==> src/rtl/duck_pkg.sv <==
// rtl/duck_pkg.sv - shared types, widths and default timing for player_input_ctrl
package duck_pkg;

  // Per-direction move sequencer states
  typedef enum logic [1:0] {
    IDLE   = 2'd0,
    DELAY  = 2'd1,
    REPEAT = 2'd2
  } move_state_e;

  // Ammunition counter width; rounds hold at most 3 shots
  localparam int SHOTS_W = 2;

  // Default timing at a 50 MHz system clock
  localparam int DEF_DEBOUNCE_CYCLES = 500000;
  localparam int DEF_REPEAT_DELAY    = 12500000;
  localparam int DEF_REPEAT_RATE     = 2500000;
  localparam int DEF_COOLDOWN_CYCLES = 5000000;
  localparam int DEF_SHOTS_PER_ROUND = 3;

  // Width of an unsigned counter that must hold values 0..max_val
  function automatic int cnt_width(input int max_val);
    return (max_val < 1) ? 1 : $clog2(max_val + 1);
  endfunction

  function automatic int max2(input int a, input int b);
    return (a > b) ? a : b;
  endfunction

endpackage

==> src/rtl/player_input_ctrl_if.sv <==
// rtl/player_input_ctrl_if.sv - button pins in, game-core pulses out
interface player_input_ctrl_if;
  import duck_pkg::*;

  logic               izq;
  logic               der;
  logic               fire;
  logic               reload;
  logic               move_left;
  logic               move_right;
  logic               fire_pulse;
  logic               dry_fire;
  logic [SHOTS_W-1:0] shots_left;
  logic               cooling;

  // Board pins and game core side
  modport master (
    output izq, der, fire, reload,
    input  move_left, move_right, fire_pulse, dry_fire, shots_left, cooling
  );

  // Conditioning block side
  modport slave (
    input  izq, der, fire, reload,
    output move_left, move_right, fire_pulse, dry_fire, shots_left, cooling
  );

endinterface

==> src/rtl/debouncer.sv <==
// rtl/debouncer.sv - two-flop synchroniser plus stable-count debounce for one button
module debouncer
  import duck_pkg::*;
#(
  parameter int DEBOUNCE_CYCLES = DEF_DEBOUNCE_CYCLES
) (
  input  logic clk,
  input  logic rst_n,
  input  logic btn_i,
  output logic level_o
);

  localparam int             CNT_W  = cnt_width(DEBOUNCE_CYCLES);
  // The level flips on the edge where the count would reach DEBOUNCE_CYCLES
  localparam logic [CNT_W-1:0] CNT_LAST = CNT_W'(DEBOUNCE_CYCLES - 1);
  localparam logic [CNT_W-1:0] CNT_ONE  = CNT_W'(1);

  logic             meta_q;
  logic             sync_q;
  logic             level_q;
  logic             level_d;
  logic [CNT_W-1:0] cnt_q;
  logic [CNT_W-1:0] cnt_d;

  // Count consecutive cycles of disagreement; any agreement clears the count
  always_comb begin
    level_d = level_q;
    cnt_d   = '0;
    if (sync_q != level_q) begin
      if (cnt_q == CNT_LAST) begin
        level_d = sync_q;
      end else begin
        cnt_d = cnt_q + CNT_ONE;
      end
    end
  end

  // Synchroniser chain, debounce counter and accepted level
  always_ff @(posedge clk or negedge rst_n) begin
    if (!rst_n) begin
      meta_q  <= 1'b0;
      sync_q  <= 1'b0;
      level_q <= 1'b0;
      cnt_q   <= '0;
    end else begin
      meta_q  <= btn_i;
      sync_q  <= meta_q;
      level_q <= level_d;
      cnt_q   <= cnt_d;
    end
  end

  assign level_o = level_q;

endmodule

==> src/rtl/player_input_ctrl.sv <==
// rtl/player_input_ctrl.sv - button conditioning to move/shot pulses; AUTO_REPEAT_EN adds held-button auto-repeat
module player_input_ctrl
  import duck_pkg::*;
#(
  parameter int DEBOUNCE_CYCLES = DEF_DEBOUNCE_CYCLES,
  parameter int REPEAT_DELAY    = DEF_REPEAT_DELAY,
  parameter int REPEAT_RATE     = DEF_REPEAT_RATE,
  parameter int COOLDOWN_CYCLES = DEF_COOLDOWN_CYCLES,
  parameter int SHOTS_PER_ROUND = DEF_SHOTS_PER_ROUND
) (
  input logic                clk,
  input logic                reset,
  player_input_ctrl_if.slave bus
);

  localparam int               CD_W       = cnt_width(COOLDOWN_CYCLES);
  localparam logic [CD_W-1:0]  CD_LOAD    = CD_W'(COOLDOWN_CYCLES);
  localparam logic [CD_W-1:0]  CD_ONE     = CD_W'(1);
  localparam logic [SHOTS_W-1:0] SHOTS_INIT = SHOTS_W'(SHOTS_PER_ROUND);
  localparam logic [SHOTS_W-1:0] SHOTS_ONE  = SHOTS_W'(1);

  logic deb_izq;
  logic deb_der;
  logic deb_fire;

  debouncer #(.DEBOUNCE_CYCLES(DEBOUNCE_CYCLES)) u_db_izq (
    .clk     (clk),
    .rst_n   (reset),
    .btn_i   (bus.izq),
    .level_o (deb_izq)
  );

  debouncer #(.DEBOUNCE_CYCLES(DEBOUNCE_CYCLES)) u_db_der (
    .clk     (clk),
    .rst_n   (reset),
    .btn_i   (bus.der),
    .level_o (deb_der)
  );

  debouncer #(.DEBOUNCE_CYCLES(DEBOUNCE_CYCLES)) u_db_fire (
    .clk     (clk),
    .rst_n   (reset),
    .btn_i   (bus.fire),
    .level_o (deb_fire)
  );

  // Index 0 is left, index 1 is right; both held cancels movement
  logic [1:0] act;
  logic [1:0] act_prev_q;
  logic [1:0] mv_pulse_d;
  logic [1:0] mv_pulse_q;

  assign act = {deb_der & ~deb_izq, deb_izq & ~deb_der};

`ifdef AUTO_REPEAT_EN
  localparam int              MV_W  = cnt_width(max2(REPEAT_DELAY, REPEAT_RATE));
  localparam logic [MV_W-1:0] RD_V  = MV_W'(REPEAT_DELAY);
  localparam logic [MV_W-1:0] RR_V  = MV_W'(REPEAT_RATE);
  localparam logic [MV_W-1:0] MV_ONE = MV_W'(1);

  move_state_e     mv_state_q [2];
  move_state_e     mv_state_d [2];
  logic [MV_W-1:0] mv_cnt_q   [2];
  logic [MV_W-1:0] mv_cnt_d   [2];

  // Per-direction step sequencer: press edge, first repeat after the delay, then steady rate
  always_comb begin
    for (int i = 0; i < 2; i++) begin
      mv_state_d[i] = mv_state_q[i];
      mv_cnt_d[i]   = mv_cnt_q[i];
      mv_pulse_d[i] = 1'b0;
      if (!act[i]) begin
        mv_state_d[i] = IDLE;
        mv_cnt_d[i]   = '0;
      end else begin
        case (mv_state_q[i])
          IDLE: begin
            if (!act_prev_q[i]) begin
              mv_pulse_d[i] = 1'b1;
              mv_cnt_d[i]   = RD_V;
              mv_state_d[i] = DELAY;
            end
          end
          DELAY, REPEAT: begin
            // A count of one means this edge completes the interval
            if (mv_cnt_q[i] <= MV_ONE) begin
              mv_pulse_d[i] = 1'b1;
              mv_cnt_d[i]   = RR_V;
              mv_state_d[i] = REPEAT;
            end else begin
              mv_cnt_d[i] = mv_cnt_q[i] - MV_ONE;
            end
          end
          default: begin
            mv_state_d[i] = IDLE;
            mv_cnt_d[i]   = '0;
          end
        endcase
      end
    end
  end

  // Sequencer state and repeat timers
  always_ff @(posedge clk or negedge reset) begin
    if (!reset) begin
      for (int i = 0; i < 2; i++) begin
        mv_state_q[i] <= IDLE;
        mv_cnt_q[i]   <= '0;
      end
    end else begin
      for (int i = 0; i < 2; i++) begin
        mv_state_q[i] <= mv_state_d[i];
        mv_cnt_q[i]   <= mv_cnt_d[i];
      end
    end
  end
`else
  // Repeat timing has no effect in single-pulse mode
  localparam int unused_repeat_cfg = REPEAT_DELAY + REPEAT_RATE;

  // One step pulse per qualified press
  always_comb begin
    mv_pulse_d = act & ~act_prev_q;
  end
`endif

  logic               fire_prev_q;
  logic               fire_rise;
  logic [SHOTS_W-1:0] shots_q;
  logic [SHOTS_W-1:0] shots_d;
  logic [CD_W-1:0]    cool_q;
  logic [CD_W-1:0]    cool_d;
  logic               fire_pulse_q;
  logic               fire_pulse_d;
  logic               dry_q;
  logic               dry_d;
  logic               cooling_q;
  logic               cooling_d;

  assign fire_rise = deb_fire & ~fire_prev_q;

  // Shot arbitration: reload beats a press, cooldown swallows it, empty magazine dry-fires
  always_comb begin
    shots_d      = shots_q;
    cool_d       = (cool_q != '0) ? (cool_q - CD_ONE) : '0;
    fire_pulse_d = 1'b0;
    dry_d        = 1'b0;
    // Lags the counter by one so cooling starts the cycle after the shot
    cooling_d    = (cool_q != '0);
    if (bus.reload) begin
      shots_d   = SHOTS_INIT;
      cool_d    = '0;
      cooling_d = 1'b0;
    end else if (fire_rise && (cool_q == '0)) begin
      if (shots_q == '0) begin
        dry_d = 1'b1;
      end else begin
        fire_pulse_d = 1'b1;
        shots_d      = shots_q - SHOTS_ONE;
        cool_d       = CD_LOAD;
      end
    end
  end

  // Edge history, ammo, cooldown and all registered outputs
  always_ff @(posedge clk or negedge reset) begin
    if (!reset) begin
      act_prev_q   <= '0;
      mv_pulse_q   <= '0;
      fire_prev_q  <= 1'b0;
      shots_q      <= SHOTS_INIT;
      cool_q       <= '0;
      fire_pulse_q <= 1'b0;
      dry_q        <= 1'b0;
      cooling_q    <= 1'b0;
    end else begin
      act_prev_q   <= act;
      mv_pulse_q   <= mv_pulse_d;
      fire_prev_q  <= deb_fire;
      shots_q      <= shots_d;
      cool_q       <= cool_d;
      fire_pulse_q <= fire_pulse_d;
      dry_q        <= dry_d;
      cooling_q    <= cooling_d;
    end
  end

  assign bus.move_left  = mv_pulse_q[0];
  assign bus.move_right = mv_pulse_q[1];
  assign bus.fire_pulse = fire_pulse_q;
  assign bus.dry_fire   = dry_q;
  assign bus.shots_left = shots_q;
  assign bus.cooling    = cooling_q;

endmodule

==> src/flat_wrapper.sv <==
// flat-port wrapper written by rule: the top's interface ports become plain ports
module player_input_ctrl_flat import duck_pkg::*;
#(
  parameter int DEBOUNCE_CYCLES = DEF_DEBOUNCE_CYCLES,
  parameter int REPEAT_DELAY    = DEF_REPEAT_DELAY,
  parameter int REPEAT_RATE     = DEF_REPEAT_RATE,
  parameter int COOLDOWN_CYCLES = DEF_COOLDOWN_CYCLES,
  parameter int SHOTS_PER_ROUND = DEF_SHOTS_PER_ROUND
)
  (clk, reset, bus_izq, bus_der, bus_fire, bus_reload, bus_move_left, bus_move_right, bus_fire_pulse, bus_dry_fire, bus_shots_left, bus_cooling);
  player_input_ctrl_if bus_i ();
  input logic clk;
  input logic reset;
  input wire logic [$bits(bus_i.izq)-1:0] bus_izq;
  input wire logic [$bits(bus_i.der)-1:0] bus_der;
  input wire logic [$bits(bus_i.fire)-1:0] bus_fire;
  input wire logic [$bits(bus_i.reload)-1:0] bus_reload;
  output wire logic [$bits(bus_i.move_left)-1:0] bus_move_left;
  output wire logic [$bits(bus_i.move_right)-1:0] bus_move_right;
  output wire logic [$bits(bus_i.fire_pulse)-1:0] bus_fire_pulse;
  output wire logic [$bits(bus_i.dry_fire)-1:0] bus_dry_fire;
  output wire logic [$bits(bus_i.shots_left)-1:0] bus_shots_left;
  output wire logic [$bits(bus_i.cooling)-1:0] bus_cooling;
  assign bus_i.izq = bus_izq;
  assign bus_i.der = bus_der;
  assign bus_i.fire = bus_fire;
  assign bus_i.reload = bus_reload;
  assign bus_move_left = bus_i.move_left;
  assign bus_move_right = bus_i.move_right;
  assign bus_fire_pulse = bus_i.fire_pulse;
  assign bus_dry_fire = bus_i.dry_fire;
  assign bus_shots_left = bus_i.shots_left;
  assign bus_cooling = bus_i.cooling;
  player_input_ctrl #(.DEBOUNCE_CYCLES(DEBOUNCE_CYCLES), .REPEAT_DELAY(REPEAT_DELAY), .REPEAT_RATE(REPEAT_RATE), .COOLDOWN_CYCLES(COOLDOWN_CYCLES), .SHOTS_PER_ROUND(SHOTS_PER_ROUND)) u_core (.clk(clk), .reset(reset), .bus(bus_i));
endmodule
==> config.mk <==
export PLATFORM = sky130hd
export DESIGN_NAME = player_input_ctrl_flat
export DESIGN_NICKNAME = d
export VERILOG_FILES = /design/src/rtl/duck_pkg.sv /design/src/rtl/player_input_ctrl_if.sv /design/src/rtl/debouncer.sv /design/src/rtl/player_input_ctrl.sv /design/src/flat_wrapper.sv
export SDC_FILE = /design/constraint.sdc
export NUM_CORES = 1
export LEC_CHECK = 0
export ABC_AREA = 1
export BUFFER_PORTS_ARGS = -buffer_cell sky130_fd_sc_hd__buf_4
export CORE_MARGIN = 4
export CORE_UTILIZATION = 50
export DETAILED_ROUTE_END_ITERATION = 12
export PLACE_DENSITY = 0.66
export SYNTH_ARGS = -nofsm -noshare
export SYNTH_HDL_FRONTEND = slang
export SYNTH_SLANG_ARGS = --single-unit
==> constraint.sdc <==
create_clock -name clk -period 1.75 [get_ports clk]
set_clock_uncertainty 0.1 [all_clocks]
set_input_delay 0.35 -clock clk [delete_from_list [all_inputs] [get_ports clk]]
set_output_delay 0.35 -clock clk [all_outputs]
set_load 0.05 [all_outputs]
== After elaboration in Yosys (flattened, before gate mapping) ==
Index checks and enable logic that the tools add are counted.
W data, S select, Z words.
Storage, ports and cells
  flip-flop bits (word level): 99
  input port bits: 6
  output and inout bits: 7
  logic and storage cells: 69
Operators by class
  add/subtract/negate cells: 5
  equal/unequal tests: 7
  mux-type cells: 20
  bitwise operators: 8
  reduce and logical (&&, ||, !) cells: 9
Operators with widths (count)
  $mux W19: 6
  $mux W23: 4
  $add A19 B1 Y19 const B: 3
  $eq A19 B19 Y1 const B: 3
  $logic_not A23 Y1: 1
  $reduce_bool A23 Y1: 1
  $sub A23 B1 Y23 const B: 1
  $reduce_and A2 Y1: 4
  $mux W1: 7
  $mux W2: 3
  $and A1 B1 Y1: 3
  $ne A1 B1 Y1: 3
  $not A1 Y1: 3
  $and A2 B2 Y2: 1
  $logic_not A2 Y1: 1
  $ne A2 B2 Y1 const B: 1
  $not A2 Y2: 1
  $reduce_bool A2 Y1: 1
  $sub A2 B1 Y2 const B: 1
  $logic_and A1 B1 Y1: 1

== Logic depth before layout (Yosys ltp) ==
Gate-level depths: netlist (run 1).
  word-level depth: 5
  mapped depth: 10
  depth with buffers taken out: 10

== Modules after synthesis ==
A second synthesis (run 1) with hierarchy kept.
Second synthesis, totals
  cells, all modules: 657
  area total of the unflattened synthesis: 5417.7 µm²
By module, submodules not included
  debouncer: times used 3, cells an instance 147, area each 1191.1 µm², sequential area each 550.5 µm²
  player_input_ctrl: times used 1, cells an instance 216, area each 1844.3 µm², sequential area each 828.3 µm²

== Worst setup path before layout (run 1) ==
No wires, ideal clock.
  path kind: register -> register
  start: reg u_core.u_db_izq.cnt_q[0]
  end: reg u_core.u_db_izq.cnt_q[18]
  library setup time: 0.119 ns
  arrival time: 1.320 ns
  data required time: 1.531 ns
  path slack: 0.211 ns
  stages on the path, launching flop included: 9
  buffers on the path: 0
  clock period less this slack: 1.539 ns
  cell sequence: dfrtp_1 -> ha_1 -> nand2_4 -> nor2_8 -> nand4_4 -> nor2_4 -> nand2_1 -> nor3_2 -> nor2_1
On the way
  longest elaborated chain between the ends: 3
  elaborated cells on any way between the ends: 4
  those cells by class: add/sub (1); eq/ne (1); mux (2)
Ends and longest elaborated chain
  from (decl): RTL line debouncer.sv:22  | logic [CNT_W-1:0] cnt_q;
  from (signal assigned): RTL line debouncer.sv:49  | cnt_q <= cnt_d;
  $add A19 B1 Y19 / $eq A19 B19 Y1 (equally long branches): RTL line debouncer.sv:33, debouncer.sv:30
  $mux W19 *: RTL line debouncer.sv:30  | if (cnt_q == CNT_LAST) begin
  $mux W19 *: RTL line debouncer.sv:29  | if (sync_q != level_q) begin
  via u_core.u_db_izq.cnt_d[18]: RTL line debouncer.sv:23  | logic [CNT_W-1:0] cnt_d;
Mark *: on every way through the listed nets, which the timed path passes. The rest lies on a longest branch.
A chain may end at the register's enable or synchronous reset.

== Final worst setup path (run 1) ==
  start: reg u_core.u_db_izq.cnt_q[0]
  end: reg u_core.u_db_izq.cnt_q[8]
The elaborated chain is that of the path after synthesis.

==> metrics.csv, run 1 <==
stage,metric,value,unit
sta,max_clock_freq,617.1,MHz
placement,dpl.cell_count,786,
cells_and_area,nets,677,
placement,gp_congestion,0.8643,
detailed_routing,via_per_inst,5.087,
detailed_routing,vias,4100,
placement,placed_cell_area,5667,um2
sta,setup-violations-final,0,
detailed_routing,wl_met1,5.072,mm
floorplan,ios,13,
cells_and_area,final_cells,806,
cells_and_area,stdcell_area,5928,um2
critical_path,cp-start-kind,flop,
global_routing,grt_usage,18.12,%
synth,synthesis.instances,625,
clock_network,cts_tree,built,
detailed_routing,drt-initial-drc-count,356,
detailed_routing,top_layer,met4,
detailed_routing,drtAntennaViolNets,0,
power,ir_drop,0.3541,mV
clock_network,cts_root_buf,clkbuf_8,
sta,fin_tns_setup,0,ps
global_routing,antenna_found_initial,0,
power,leakage,2.836,nW
sta,worstMarginPinSlew,361.7,ps
sta,post-route-period-util,92.59,%
global_routing,gr-total-overflow,0,
synth,ys_seq_area_share,46.90,%
cells_and_area,layout-drive-gt1-share,17.91,%
synth,synth_cell_type_count,40,
floorplan,dieWidth,110.8,um
detailed_routing,met3_length,358,um
floorplan,start_util,51.22,%
clock_network,cts_buffers,9,
cells_and_area,final_util,57.42,%
cells_and_area,fillCellCount,948,
floorplan,fp.dieArea,12280,um2
power,p_int,3.101,mW
detailed_routing,firstDrtPassIters,5,
hold_path,hold_path.class,in2reg,
detailed_routing,drc_errors,0,
placement,port_buffers,12,
sta,slew_viol_final,0,
clock_network,cts.sinks,99,
cells_and_area,area_delta_synth_final,12.12,%
power,power_frac_seq,57.7,%
sta,fin_crit,1620,ps
sta,hold_viol_final,0,
clock_network,clkLatencyLatePin,370,ps
critical_path,slowest_stage,dfrtp_2,
sta,relSlewSlack,75.70,%
global_routing,grt_pass1_wl,18.52,mm
synth,ys_ff_latch,99,
cells_and_area,n_antenna_cell,0,
synth,yosys.area.top_type_share,45.91,%
outcome,status,completed,
global_routing,grt_start_max_net_pins,55,
power,p_sw,0.9815,mW
detailed_routing,wl,10.39,mm
power,clkPwrFrac,36.6,%
critical_path,end_kind,flop,
floorplan,core_area,10320,um2
clock_network,htreeDepth,3,
synth,synth_area_leader_cell,dfrtp_1,
synth,synth_nets,637,
synth,synth_area_per_cell,8.460,um2
clock_network,cts_max_path_buffers,2,
clock_network,postCtsSetupBuffers,0,
critical_path,path_class,reg2reg,
synth,ys_warn_count,0,
synth,syn-cell-area,5288,um2
power,powerDensity,688.7,nW/um2
floorplan,die_height,110.8,um
floorplan,num_rows,37,
power,combPwrFrac,5.7,%
critical_path,worstPathCellList,ha_2 -> nand2_4 -> nor2_8 -> nand3_2 -> o21ai_4 -> nor2_1,
power,switching_share,24.04,%
critical_path,cpPeakStageDelay,410,ps
global_routing,grt_pass1_vias,4033,
critical_path,cp.required,1900,ps
critical_path,crit_path_max_fanout,8,
detailed_routing,wl_met2,4.755,mm
placement,dp_slack,65.24,ps
critical_path,worstPathArrival,1770,ps
sta,finalWorstSetupSlack,129.6,ps
detailed_routing,routedWlPerCell,12.90,um
placement,hpwl,7.571,mm
clock_network,cts.clk_slew.worst_paths,90,ps
synth,synth_area_leaders,"dfrtp_1, nor2_1, nand2_1",
flow_run,maxCapViolCount,0,
-- synthesized netlist by cell type (all sizes together) --
master	instances
dfrtp	97
buf	1
a221oi	1
nand3b	2
dfstp	2
ha	6
nand4	19
o21a	1
nor3b	5
and2	1
nand2	112
o21ai	6
inv	80
a31oi	2
a21oi	24
xnor2	8
xor2	26
nor3	24
nand3	56
nor4	1
nor2	148
a211oi	3
-- cells by family (layout without fill, tap and decap cells) --
family          Yosys count  count (layout)  share of synthesized area, %
fa+ha+maj                 6               6                         1.420
compound gates           37              37                         4.165
buf+inv                  81             126                         5.892
xor+xnor                 34              34                         5.774
simple gates            368             368                         35.85
flops                    99              99                         46.90
-- timing repair --
item,CTS,global route
hold endpoints to repair,19,0
endpoints found under the setup margin,0,31
hold buffers,4,0
gates resized for setup,0,10
-- worst max-delay path: cells and delay by family, from the launching register on --
| kind | cells | cell delay [ps] |
|---|---|---|
| flip-flops | 1 | 410 |
| adder cells (fa/ha/maj) | 1 | 220 |
| AO/OA/AOI/OAI | 1 | 310 |
| AND/OR/NAND/NOR | 4 | 440 |
-- through the flow --
| step | power [mW] | hold slack (ps) |
|---|---|---|
| after global placement | 2.623 | 157.6 |
| after detailed placement | 2.629 | 158.7 |
| after CTS | 4.148 | 33.58 |
| after global routing | 4.279 | 36.61 |
| after floorplan | 2.516 | -45.59 |
| final | 4.083 | 47.69 |
-- routing by layer --
| metal | global-route usage, % | vias to the layer above |
|---|---|---|
| li1 | - | 2081 |
| met1 | 25.04 | 1933 |
| met2 | 27.99 | 69 |
| met3 | 3.275 | 17 |
| met4 | 7.882 | 0 |
| met5 | 0 | - |
-- power groups by stage --
stage	Combinational [mW]	Clock, mW	Sequential (mW)
after detailed placement	0.229	0	2.40
after CTS	0.238	1.55	2.36
after floorplan	0.0898	0	2.43
after global routing	0.269	1.65	2.36
final	0.234	1.49	2.36
after global placement	0.225	0	2.40
-- sequential cells by signal (all words and copies together), names as in the netlist, 2 cells and up --
signal,cells
u_core.u_db_izq.cnt_q,19
u_core.act_prev_q,2
u_core.u_db_der.cnt_q,19
u_core.bus.shots_left,2
u_core.cool_q,23
u_core.u_db_fire.cnt_q,19
u_core.mv_pulse_q,2
-- cell usage in the layout (no fill, tap or decap), types with 10 or more instances in the layout --
cell type	n
nor3_1	17
nor2_2	16
nor2_4	12
nand2_2	10
a21oi_1	23
nand3_1	49
nand2_1	96
nand4_1	16
inv_1	72
buf_4	24
nor2_1	119
xor2_1	25
clkbuf_8	10
dfrtp_1	96
-- worst paths after layout --
| check | start | to | slack [ps] | cells past startpoint |
|---|---|---|---|---|
| setup / recovery | u_core.u_db_izq.cnt_q[0] | u_core.u_db_izq.cnt_q[8] | 130 | 6 |
| hold / removal | bus_reload | u_core.bus.fire_pulse | 50 | 2 |
| setup reg to reg | u_core.u_db_izq.cnt_q[0] | u_core.u_db_izq.cnt_q[8] | 130 | 6 |
| hold reg to reg | u_core.u_db_izq.meta_q | u_core.u_db_izq.sync_q | 260 | 0 |
| max in group asynchronous | reset | u_core.u_db_fire.cnt_q[14] | 690 | 3 |
| min in group asynchronous | reset | u_core.u_db_izq.cnt_q[15] | 300 | 2 |
-- layout make-up --
type                    instances  area, um2  share of cell area (%)
inverters                      80      300.3                   5.065
flip-flops and latches         99       2481                   41.85
repair buffers                 30      260.3                   4.390
clock inverters                 4      50.05                  0.8442
clock buffers                  12      145.1                   2.448
multi-input cells             445       2521                   42.53
well taps                     136      170.2                   2.870
Power figures use the tool's default switching activity.
==> inputs of run 2 (changes only) <==
HOLD_SLACK_MARGIN = 0.05   (was unset)
==> run 2 against run 1 <==
Combinational power about the same. Sequential share of layout area down 0.071 points. Largest power group unchanged. Sequential power about the same. First-iteration DRC count is 3.7% higher. Critical endpoint is now u_core.cool_q[2]. Global-route usage hardly changed. Non-clock buffer count grew 1.
==> metrics.csv, run 2 (synthesis gave the netlist of run 1 again) <==
stage,metric,value,unit,change
clock_network,cts.sinks,99,,unchanged
floorplan,core_area,10320,um2,unchanged
floorplan,fp.dieArea,12280,um2,unchanged
cells_and_area,area_delta_synth_final,12.30,%,
floorplan,num_rows,37,,unchanged
floorplan,dieWidth,110.8,um,unchanged
sta,max_clock_freq,617.9,MHz,+0.12%
sta,relSlewSlack,74.86,%,-0.85 points
critical_path,crit_path_max_fanout,7,,-1
detailed_routing,drtAntennaViolNets,0,,unchanged
critical_path,path_class,reg2reg,,
critical_path,cp_num_buf_inv,2,,+2
global_routing,grt_usage,18.13,%,about the same
placement,port_buffers,12,,unchanged
detailed_routing,via_per_inst,5.079,,-0.15%
critical_path,worstPathArrival,1780,ps,about the same
cells_and_area,final_cell_mix,"nor2_1, nand2_1, dfrtp_1, inv_1, nand3_1",,
global_routing,gr-total-overflow,0,,unchanged
global_routing,grt_pass1_wl,18.53,mm,about the same
sta,fin_crit,1618,ps,-2.017 ps
cells_and_area,largest_reg_flops,23,,unchanged
detailed_routing,firstDrtPassIters,5,,unchanged
global_routing,grt_pass1_vias,4036,,+0.074%
global_routing,antenna_found_initial,0,,unchanged
sta,worstMarginPinSlew,375.8,ps,+14.07 ps
clock_network,cts_root_buf,clkbuf_8,,
detailed_routing,routedWlPerCell,12.89,um,about the same
critical_path,cpPeakStageDelay,400,ps,about the same
critical_path,crit_family,simple AND/OR/NAND/NOR gates,,
sta,whs,256.9,ps,+209.2 ps
hold_path,hold_path.class,reg2reg,,
power,powerDensity,688.0,nW/um2,-0.11%
critical_path,cp.required,1920,ps,+20 ps
cells_and_area,final_util,57.52,%,+0.097 points
sta,post-route-period-util,92.48,%,-0.12 points
placement,hpwl,7.571,mm,unchanged
cells_and_area,regMostFlops,u_core.cool_q,,
sta,hold_viol_final,0,,unchanged
power,ir_drop,0.3541,mV,about the same
cells_and_area,n_antenna_cell,0,,unchanged
critical_path,worstPathCellList,inv_2 -> ha_1 -> nand2_1 -> nor2_4 -> nand3_4 -> nand2_2 -> buf_4 -> nor2_1,,
cells_and_area,nets,678,,+0.15%
floorplan,die_height,110.8,um,unchanged
flow_run,maxCapViolCount,0,,unchanged
clock_network,cts_max_path_buffers,2,,unchanged
floorplan,ios,13,,unchanged
critical_path,slowest_stage,dfrtp_1,,
placement,gp_congestion,0.8643,,unchanged
sta,slew_viol_final,0,,unchanged
clock_network,postCtsSetupBuffers,0,,unchanged
clock_network,cts_buffers,9,,unchanged
floorplan,start_util,51.22,%,unchanged
clock_network,clkLatencyLatePin,370,ps,about the same
critical_path,cp-start-kind,flop,,
power,leakage,2.840,nW,+0.15%
clock_network,cts_tree,built,,
outcome,status,completed,,
detailed_routing,drt-initial-drc-count,369,,+3.7%
clock_network,cts.clk_slew.worst_paths,90,ps,about the same
global_routing,grt_start_max_net_pins,55,,unchanged
sta,setup-violations-final,0,,unchanged
detailed_routing,wl,10.41,mm,+0.12%
critical_path,end_kind,flop,,
clock_network,htreeDepth,3,,unchanged
cells_and_area,layout-drive-gt1-share,17.88,%,-0.027 points
detailed_routing,vias,4099,,-0.024%
detailed_routing,drc_errors,0,,unchanged
cells_and_area,final_common_cell,nor2_1,,
run 2: cell count changes in the layout (fill, tap and decap cells not counted):
| cell | change |
|---|---|
| dlygate4sd3_1 | +1 |
run 2: through the flow:
stage	std cells	worst slack, ps	total power [mW]	area, um2	setup TNS, ps
finish	807	131.7	4.085	5938	0
global route	807	-6.594	4.281	5938	-21.07
CTS	807	43.38	4.150	5912	0
detailed placement	786	65.24	2.629	5667	0
global placement	786	127.9	2.623	5667	0
floorplan	625	211.0	2.516	5288	0
run 2: final cells by class:
cell class              instances  area [um2]
fillers                       948        4385
inverters                      80       300.3
repair buffers                 31       270.3
multi-input cells             445        2521
well taps                     136       170.2
flip-flops and latches         99        2481
clock inverters                 4       50.05
clock buffers                  12       145.1
run 2: metal layers:
layer	GRT usage (%)	up-vias	routed length, um	part of all wire (%)
met5	0	-	0	0
met4	7.882	0	214	2.1
met3	3.275	19	363	3.5
met2	27.99	70	4743	46
met1	25.07	1927	5084	49
li1	-	2083	-	-
run 2: timing repair:
item | CTS | global route
resized for setup | 0 | 10
hold endpoints to repair | 50 | 0
setup endpoints to repair | 0 | 31
hold buffers | 5 | 0
run 2: worst paths after layout:
path | end | start | slack (ps) | depth (start not counted)
min | u_core.u_db_izq.sync_q | u_core.u_db_izq.meta_q | 260 | 0
max | u_core.cool_q[2] | u_core.cool_q[0] | 130 | 8
min reg2reg | u_core.u_db_izq.sync_q | u_core.u_db_izq.meta_q | 260 | 0
min in group asynchronous | u_core.u_db_izq.cnt_q[15] | reset | 300 | 2
max reg2reg | u_core.cool_q[2] | u_core.cool_q[0] | 130 | 8
max in group asynchronous | u_core.u_db_fire.cnt_q[14] | reset | 690 | 3
run 2: power by group:
part	internal [mW]	total (mW)	switching [mW]
registers	2.32	2.36	0.0310
clock network	0.699	1.49	0.795
logic	0.0789	0.236	0.157
total	3.10	4.09	0.983
==> inputs of run 3 (changes only) <==
==> constraint.sdc (replaced) <==
create_clock -name clk -period 1.75 [get_ports clk]
set_clock_uncertainty 0.1 [all_clocks]
set_input_delay 0.0875 -clock clk [delete_from_list [all_inputs] [get_ports clk]]
set_output_delay 0.0875 -clock clk [all_outputs]
set_load 0.05 [all_outputs]
==> run 3 against run 2 <==
Sequential cell count is the same. Largest power group unchanged. Final area rose by 1.2%. Highest routed layer unchanged. Register-to-register slack worse by 30 ps. Cell count increased by 0.50%. Global-route usage fell by 0.10 points. First-iteration DRC count fell by 31%. Count of clock-buffer cells in the layout shrank 1. Clock power fell by 5%. Total power decreased by 1.7%.
==> metrics.csv, run 3 (synthesis gave the netlist of run 1 again) <==
stage,metric,value,unit,change
cells_and_area,final_common_cell,nor2_1,,
clock_network,htreeDepth,3,,unchanged
sta,setup-violations-final,0,,unchanged
sta,worstMarginPinSlew,443.0,ps,+67.24 ps
global_routing,grt_pass1_vias,4110,,+1.8%
clock_network,cts_buffers,9,,unchanged
clock_network,clkLatencyLatePin,370,ps,about the same
sta,relSlewSlack,70.47,%,-4.4 points
critical_path,worstPathArrival,1800,ps,+20 ps
detailed_routing,drtAntennaViolNets,0,,unchanged
critical_path,path_class,reg2reg,,
global_routing,grt_pass1_wl,18.62,mm,+0.45%
cells_and_area,nets,682,,+0.59%
cells_and_area,layout-drive-gt1-share,18.52,%,+0.63 points
detailed_routing,drt-initial-drc-count,254,,-31%
floorplan,ios,13,,unchanged
floorplan,fp.dieArea,12280,um2,unchanged
cells_and_area,n_antenna_cell,0,,unchanged
floorplan,start_util,51.22,%,unchanged
hold_path,hold_path.class,in2async,,
detailed_routing,routedWlPerCell,13.01,um,+0.93%
floorplan,dieWidth,110.8,um,unchanged
placement,hpwl,7.674,mm,+1.4%
clock_network,cts_max_path_buffers,2,,unchanged
critical_path,cp-start-kind,flop,,
critical_path,r2r_cells,8,,unchanged
power,powerDensity,668.0,nW/um2,-2.9%
cells_and_area,area_delta_synth_final,13.70,%,
sta,hold_viol_final,0,,unchanged
cells_and_area,final_cell_mix,"nor2_1, dfrtp_1, nand2_1, inv_1, nand3_1",,
floorplan,core_area,10320,um2,unchanged
critical_path,crit_path_max_fanout,8,,+1
power,leakage,2.896,nW,+2.0%
global_routing,gr-total-overflow,0,,unchanged
clock_network,cts.sinks,99,,unchanged
floorplan,num_rows,37,,unchanged
power,ir_drop,0.5569,mV,+57%
detailed_routing,firstDrtPassIters,4,,-1
clock_network,cts.clk_slew.worst_paths,100,ps,about the same
critical_path,timing.rr.end,u_core.cool_q[6],,
sta,fin_crit,1646,ps,+27.36 ps
critical_path,r2r_slack,100,ps,-30 ps
placement,port_buffers,12,,unchanged
sta,max_clock_freq,607.6,MHz,-1.7%
critical_path,crit_end,u_core.cool_q[6],,
critical_path,cp.required,1910,ps,about the same
clock_network,cts_root_buf,clkbuf_8,,
sta,slew_viol_final,0,,unchanged
cells_and_area,regMostFlops,u_core.cool_q,,
sta,finalWorstSetupSlack,104.3,ps,-27.36 ps
clock_network,cts_tree,built,,
outcome,status,completed,,
cells_and_area,multi_input_area,2562,um2,+1.6%
placement,dp_slack,63.61,ps,-1.624 ps
detailed_routing,vias,4067,,-0.78%
power,p_total,4.016,mW,-1.7%
floorplan,die_height,110.8,um,unchanged
detailed_routing,via_per_inst,5.015,,-1.3%
detailed_routing,drc_errors,0,,unchanged
global_routing,grt_start_max_net_pins,33,,-40%
cells_and_area,fillCellCount,903,,-4.7%
placement,gp_congestion,0.8615,,-0.32%
critical_path,r2r_start,u_core.cool_q[17],,
global_routing,grt_usage,18.03,%,-0.10 points
sta,post-route-period-util,94.04,%,+1.6 points
critical_path,end_kind,flop,,
global_routing,antenna_found_initial,0,,unchanged
critical_path,crit_start,u_core.cool_q[17],,
detailed_routing,wl,10.56,mm,+1.4%
sta,whs,86.03,ps,-170.8 ps
cells_and_area,largest_reg_flops,23,,unchanged
flow_run,maxCapViolCount,0,,unchanged
cells_and_area,regArea,2480,um2,about the same
[run 3: changes by cell type in the layout (fill, tap and decap cells not counted), sizes merged]
cell	before	now
buf	26	30
bufinv	1	0
clkinvlp	2	1
clkbuf	12	11
inv	80	83
[run 3: how the worst min path moves through the flow]
stage | startpoint | to | slack [ps] | depth (start not counted)
6_report | reset | u_core.u_db_izq.cnt_q[2] | 90 | 2
3_5_place_dp | reset | u_core.u_db_izq.cnt_q[3] | -30 | 1
4_1_cts | reset | u_core.u_db_izq.cnt_q[2] | 90 | 2
2_1_floorplan | reset | u_core.act_prev_q[0] | -310 | 0
5_1_grt | reset | u_core.u_db_izq.cnt_q[2] | 110 | 2
3_3_place_gp | reset | u_core.u_db_izq.cnt_q[5] | -30 | 1
[run 3: layout make-up]
cell class,count,area share [%]
Clock buffer,11,2.352
Clock inverter,5,0.7492
Inverter,80,4.995
Multi-Input combinational cell,445,42.62
Sequential cell,99,41.25
Tap cell,136,2.830
Timing Repair Buffer,35,5.203
[run 3: power by group]
part	internal [mW]	total, mW	switching [mW]
Clock	0.580	1.42	0.838
Sequential	2.32	2.35	0.0294
Combinational	0.0841	0.244	0.160
Total	2.99	4.02	1.03
[run 3: timing repair]
item                                   in CTS  in global routing
endpoints found under the hold margin     106                  0
gates resized for setup                     0                 17
setup buffers                               0                  4
hold buffers                                5                  0
setup endpoints to repair                   0                 37
[run 3: routing by layer]
metal / part of all wire, % / up-vias / routed length, um / global-route usage [%]
met5: 0 / - / 0 / 0
met4: 1.4 / 0 / 153 / 4.762
met3: 3.8 / 12 / 401 / 4.913
met2: 48 / 64 / 5028 / 29.05
met1: 47 / 1903 / 4971 / 24.11
li1: - / 2088 / - / -
[run 3: critical path, cell delays in order, from the launching register on]
cell	delay (ps)
dfrtp_1	420
nor2_1	180
nand2_1	180
inv_1	120
nand3_1	90
nor2_2	140
nand3_2	110
nand2_4	120
a21oi_1	60
[run 3: stage by stage]
stage	TNS, ps	util [%]	instance area [um2]	std cells
after floorplan	0	-	5288	625
after global placement	0	54.89	5667	786
after detailed placement	0	54.89	5667	786
after CTS	0	57.18	5903	807
after global routing	-126.3	58.24	6012	811
final	0	58.24	6012	811
